### src/rtl/ram_arbiter_pkg.sv
// Shared types and helpers for the data-RAM arbiter.
package ram_arbiter_pkg;

  // Arbiter sequencing: pick an owner, issue one RAM beat, acknowledge it.
  typedef enum logic [1:0] {
    ARB_IDLE   = 2'd0,
    ARB_ACCESS = 2'd1,
    ARB_RESP   = 2'd2
  } arb_state_t;

  // Width of a master index; never zero even for a single master.
  function automatic int idx_w(input int n);
    return (n > 1) ? $clog2(n) : 1;
  endfunction

endpackage

### src/rtl/ram_arbiter_rr_pick.sv
// Combinational round-robin priority encoder: the first requester strictly
// above i_ptr wins, wrapping around to index 0 when none is above.
module ram_arbiter_rr_pick #(
  parameter int NUM_M = 3,
  parameter int PW    = 2
) (
  input  logic [NUM_M-1:0] i_req,
  input  logic [PW-1:0]    i_ptr,
  output logic [NUM_M-1:0] o_gnt,
  output logic [PW-1:0]    o_idx,
  output logic             o_valid
);

  logic [NUM_M-1:0] w_mask;
  logic [NUM_M-1:0] w_req_hi;
  logic [NUM_M-1:0] w_pick_src;

  genvar gi;
  generate
    for (gi = 0; gi < NUM_M; gi++) begin : g_mask
      assign w_mask[gi] = (PW'(gi) > i_ptr);
    end
  endgenerate

  // Requesters above the pointer take precedence; otherwise wrap to all.
  assign w_req_hi   = i_req & w_mask;
  assign w_pick_src = (|w_req_hi) ? w_req_hi : i_req;
  assign o_gnt      = w_pick_src & (-w_pick_src);
  assign o_valid    = |i_req;

  // Convert the one-hot winner into an index.
  always_comb begin
    o_idx = '0;
    for (int i = 0; i < NUM_M; i++) begin
      if (o_gnt[i]) o_idx = PW'(i);
    end
  end

endmodule

### src/rtl/ram_arbiter.sv
// Shares one single-port data RAM among NUM_M masters: round-robin grant,
// optional locked bursts capped at LOCK_MAX beats, one ack per beat, and a
// stall (hold_o) for the core while its access is outstanding.
module ram_arbiter
  import ram_arbiter_pkg::*;
#(
  parameter int NUM_M    = 3,
  parameter int AW       = 32,
  parameter int DW       = 32,
  parameter int LOCK_MAX = 16,
  parameter int CORE_IDX = 2
) (
  input  logic                clk,
  input  logic                rst,
  input  logic [NUM_M-1:0]    m_req,
  input  logic [NUM_M-1:0]    m_we,
  input  logic [NUM_M-1:0]    m_lock,
  input  logic [NUM_M*AW-1:0] m_addr,
  input  logic [NUM_M*DW-1:0] m_wdata,
  output logic [NUM_M-1:0]    m_ack,
  output logic [DW-1:0]       m_rdata,
  output logic                s_req,
  output logic                s_we,
  output logic [AW-1:0]       s_addr,
  output logic [DW-1:0]       s_wdata,
  input  logic [DW-1:0]       s_rdata,
  output logic [NUM_M-1:0]    grant_o,
  output logic                hold_o
);

  localparam int PW = idx_w(NUM_M);
  localparam int CW = $clog2(LOCK_MAX) + 1;

  arb_state_t       r_state;
  arb_state_t       w_state_next;
  logic [PW-1:0]    r_rr_ptr;
  logic [PW-1:0]    r_owner;
  logic [NUM_M-1:0] r_grant;
  logic [CW-1:0]    r_lock_cnt;
  logic             r_s_req;
  logic             r_s_we;
  logic [AW-1:0]    r_s_addr;
  logic [DW-1:0]    r_s_wdata;

  logic [NUM_M-1:0] w_win_gnt;
  logic [PW-1:0]    w_win_idx;
  logic             w_win_valid;
  logic [PW-1:0]    w_cap_idx;
  logic             w_load;
  logic             w_reload;
  logic             w_release;
  logic             w_lock_ok;
  logic [AW-1:0]    w_addr_arr  [NUM_M];
  logic [DW-1:0]    w_wdata_arr [NUM_M];

  genvar gi;
  generate
    for (gi = 0; gi < NUM_M; gi++) begin : g_unpack
      assign w_addr_arr[gi]  = m_addr[gi*AW +: AW];
      assign w_wdata_arr[gi] = m_wdata[gi*DW +: DW];
    end
  endgenerate

  ram_arbiter_rr_pick #(
    .NUM_M (NUM_M),
    .PW    (PW)
  ) u_rr_pick (
    .i_req   (m_req),
    .i_ptr   (r_rr_ptr),
    .o_gnt   (w_win_gnt),
    .o_idx   (w_win_idx),
    .o_valid (w_win_valid)
  );

  // A new grant captures the winner's beat; a burst continuation recaptures the owner's.
  assign w_cap_idx = (r_state == ARB_IDLE) ? w_win_idx : r_owner;
  assign w_lock_ok = m_lock[r_owner] & m_req[r_owner] & (r_lock_cnt < CW'(LOCK_MAX - 1));

  // State register.
  always_ff @(posedge clk or negedge rst) begin
    if (!rst) r_state <= ARB_IDLE;
    else      r_state <= w_state_next;
  end

  // Next-state and capture/release strobes.
  always_comb begin
    w_state_next = r_state;
    w_load       = 1'b0;
    w_reload     = 1'b0;
    w_release    = 1'b0;
    case (r_state)
      ARB_IDLE: begin
        if (w_win_valid) begin
          w_load       = 1'b1;
          w_state_next = ARB_ACCESS;
        end
      end
      ARB_ACCESS: w_state_next = ARB_RESP;
      ARB_RESP: begin
        if (w_lock_ok) begin
          w_reload     = 1'b1;
          w_state_next = ARB_ACCESS;
        end else begin
          w_release    = 1'b1;
          w_state_next = ARB_IDLE;
        end
      end
      default: w_state_next = ARB_IDLE;
    endcase
  end

  // Ownership, burst counting and the registered RAM-side beat.
  always_ff @(posedge clk or negedge rst) begin
    if (!rst) begin
      r_rr_ptr   <= PW'(NUM_M - 1);
      r_owner    <= '0;
      r_grant    <= '0;
      r_lock_cnt <= '0;
      r_s_req    <= 1'b0;
      r_s_we     <= 1'b0;
      r_s_addr   <= '0;
      r_s_wdata  <= '0;
    end else begin
      r_s_req <= (w_state_next == ARB_ACCESS);
      if (w_load) begin
        r_grant    <= w_win_gnt;
        r_owner    <= w_win_idx;
        r_lock_cnt <= '0;
      end
      if (w_load || w_reload) begin
        r_s_we    <= m_we[w_cap_idx];
        r_s_addr  <= w_addr_arr[w_cap_idx];
        r_s_wdata <= w_wdata_arr[w_cap_idx];
      end
      if (w_reload) r_lock_cnt <= r_lock_cnt + CW'(1);
      if (w_release) begin
        r_rr_ptr   <= r_owner;
        r_lock_cnt <= '0;
        r_grant    <= '0;
      end
    end
  end

  assign s_req   = r_s_req;
  assign s_we    = r_s_we;
  assign s_addr  = r_s_addr;
  assign s_wdata = r_s_wdata;
  assign grant_o = r_grant;
  assign m_ack   = (r_state == ARB_RESP) ? r_grant : '0;
  assign m_rdata = (r_state == ARB_RESP && !r_s_we) ? s_rdata : '0;
  assign hold_o  = m_req[CORE_IDX] & ~m_ack[CORE_IDX];

endmodule

### config.mk
export PLATFORM = sky130hd
export DESIGN_NAME = ram_arbiter
export DESIGN_NICKNAME = d
export VERILOG_FILES = /design/src/rtl/ram_arbiter_pkg.sv /design/src/rtl/ram_arbiter_rr_pick.sv /design/src/rtl/ram_arbiter.sv
export SDC_FILE = /design/constraint.sdc
export NUM_CORES = 1
export LEC_CHECK = 0
export BUFFER_PORTS_ARGS = -buffer_cell sky130_fd_sc_hd__buf_2
export CORE_AREA = 2 2 132 134
export CTS_CLUSTER_DIAMETER = 30
export DETAILED_ROUTE_END_ITERATION = 7
export DIE_AREA = 0 0 134 136
export SYNTH_ARGS = -nofsm -noshare
export SYNTH_HDL_FRONTEND = slang
export SYNTH_SLANG_ARGS = --single-unit
### constraint.sdc
create_clock -name clk -period 4.5 [get_ports clk]
set_input_delay 0.9 -clock clk [delete_from_list [all_inputs] [get_ports clk]]
set_output_delay 0.9 -clock clk [all_outputs]
set_load 0.01 [all_outputs]
==> results.yml <==
cells_and_area:
  layout.nets: 1100
  area_growth_pct: 42.73
  n_antenna_cell: 0
  drive_above_1_share_pct: 46.38
sta:
  setup_viol: 0
  slew_headroom_pct: 28.18
  finalHoldViolCount: 0
  fin_crit_ps: 2767
  fmax_ghz: 0.3614
  setup_ws_ps: 1733
  skew_ps: 6.563
  rsz0062_at_grt: "false"
  slew_viol_final: 0
  period_share_pct: 61.49
  tns_ps: 0
  tightestPinTransition_ps: 1077
outcome:
  status: "finished clean"
flow_run:
  max_cap_viol_count: 0
setup_path:
  cp-start-kind: "input port"
  required_ps: 4720
  crit_family: "compound AO/OA/AOI/OAI gates"
  crit_slowest_cell: "nand2_4"
  timing_worst_setup_path_type: "in2reg"
  crit_chain: "buf_2 > inv_1 > o2111ai_1 > nand2_4 > buf_12 > a31o_2 > o22a_1"
  cp.arrival_ps: 2990
  cp_num_buf_inv: 3
  critPathMaxFanout: 70
  worst_setup_path_end_kind: "register"
  max_stage_delay_ps: 530
synth:
  synth_most_common_cell: "dfrtp_1"
  netlist-cell-type-count: 42
  ys_ff_latch: 80
  post-synth-top-area-fraction_pct: 39.32
  synth_edf_count: 0
  yosysWarningCount: 0
  yosys-top-cells-count: "dfrtp_1, a21oi_1, nand3_1"
  synth_ff_type: "dfrtp_1"
  mappedNetlistNets: 805
  yosysSeqAreaShare_pct: 39.85
  synthCells: 569
  ys_top_cells_by_area: "dfrtp_1, o22a_1, a21oi_1"
  synth_area_leader_cell: "dfrtp_1"
  syn_area_mm2: 0.005027
  async_reset_ff_share_pct: 100.0
  syn_area_per_cell_um2: 8.835
floorplan:
  row_count: 48
  core-area_mm2: 0.01688
  initial_core_util_pct: 29.79
  ios: 340
  fp.dieW_um: 134
  fp.dieH_um: 136
  die_area_mm2: 0.01822
pwr:
  ir_drop_v: 0.0003068
  leakage_nw: 3.427
  p_per_area_mw_per_mm2: 773.3
hold_path:
  hold_class: "reg2reg"
clock_tree:
  clk_latency_ps: 340
  postCtsSetupRepairBufs: 0
  htreeDepth: 3
  postCtsHoldBufs: 0
  clock_sinks: 80
  cts-resized-gates: 0
  clk_pin_slew_ps: 60
  cts_tree: "done"
  clock_path_buffers: 2
  cts_made_buffers: 9
  root_buffer: "clkbuf_16"
placement:
  place_congestion: 0.8209
  port_buffers: 339
  dp_hpwl_mm: 14.24
  preCtsSetupSlack_ps: 1370
route:
  totalWireLength_mm: 20.02
  routedWlPerCell_um: 18.30
  viasPerCell: 5.305
  drtIter0Drc: 371
  antenna_left: 0
  vias: 5804
  route.detailed.drc: 0
  first_pass_iters: 5
global_routing:
  grt_pass1_wl_mm: 30.26
  grtUsageTotal_pct: 21.40
  antenna_found_initial: 0
  grt_max_degree: 81
  grt.overflow.total: 0
  grt_pass1_vias: 5484
[layer usage]
layer / part of all wire (%) / wire (um) / up-vias / GRT usage [%]
li1: - / - / 2756 / -
met1: 38 / 7627 / 2747 / 24.68
met2: 51 / 10200 / 263 / 37.38
met3: 7.4 / 1490 / 38 / 4.735
met4: 3.5 / 705 / 0 / 10.87
met5: 0 / 0 / - / 0
[registers in the layout, summed over array words and instances, names as in the netlist]
| name | count |
|---|---|
| r_lock_cnt | 5 |
| s_we | 1 |
| r_state | 2 |
| s_wdata | 32 |
| r_rr_ptr | 2 |
| grant_o | 3 |
| s_addr | 32 |
| s_req | 1 |
| r_owner | 2 |
[power breakdown]
group          internal (mW)  switching, mW  total, mW
clock network          0.485          0.298      0.783
registers               1.09          0.210       1.30
logic                   1.46           2.00       3.46
total                   3.04           2.51       5.55
[layout make-up]
class	instances	area, um^2
timing repair buffer	352	1809
clock buffer	12	236.5
multi-input combinational	417	2760
clock inverter	4	70.07
fill	1705	9701
tap	225	281.5
inverter	4	15.01
sequential	80	2003
[logic make-up (layout without fill, tap and decap cells)]
kind of cell	Yosys count	after routing	synth area share, %
AND/OR/NAND/NOR	128	128	13.61
adder cells (fa/ha/maj)	1	1	0.2488
multiplexers	4	4	0.8462
flip-flops	80	80	39.85
AO/OA/AOI/OAI	284	284	39.10
buffers and inverters	72	372	6.346
[cells in the final DEF, fill, tap and decap left out, types with 2 or more instances in the layout]
cell type,n
a21oi_1,72
a31o_1,39
a31o_2,26
and2_1,35
buf_2,338
buf_4,13
bufinv_16,2
clkbuf_1,3
clkbuf_16,9
clkinv_2,2
dfrtp_1,79
inv_1,3
mux2_2,2
nand2_1,12
nand3_1,68
nor2b_1,5
o21ai_0,67
o22a_1,65
[path summary, 6_finish.rpt]
check | startpoint | end | slack [ps] | cells after the start
worst min-delay path | s_addr[19] | s_addr[19] | 500 | 1
worst max-delay path | m_req[1] | s_addr[25] | 1730 | 7
worst max register to register | r_rr_ptr[1] | s_addr[25] | 1860 | 6
worst min register to register | s_addr[19] | s_addr[19] | 500 | 1
max in group asynchronous | rst | grant_o[2] | 3040 | 1
min in group asynchronous | rst | s_wdata[2] | 720 | 1
[stage by stage]
stage	instance area (um^2)	power, mW	util, %	cells	hold WS (ps)
3_5_place_dp	6869	4.812	40.70	1078	491.6
4_1_cts	7176	5.617	42.52	1094	506.2
5_1_grt	7176	5.982	42.52	1094	515.6
6_report	7176	5.549	42.52	1094	499.9
3_3_place_gp	6869	4.787	40.70	1078	485.8
2_1_floorplan	5027	3.707	-	569	481.5
Power figures use the tool's default switching activity.
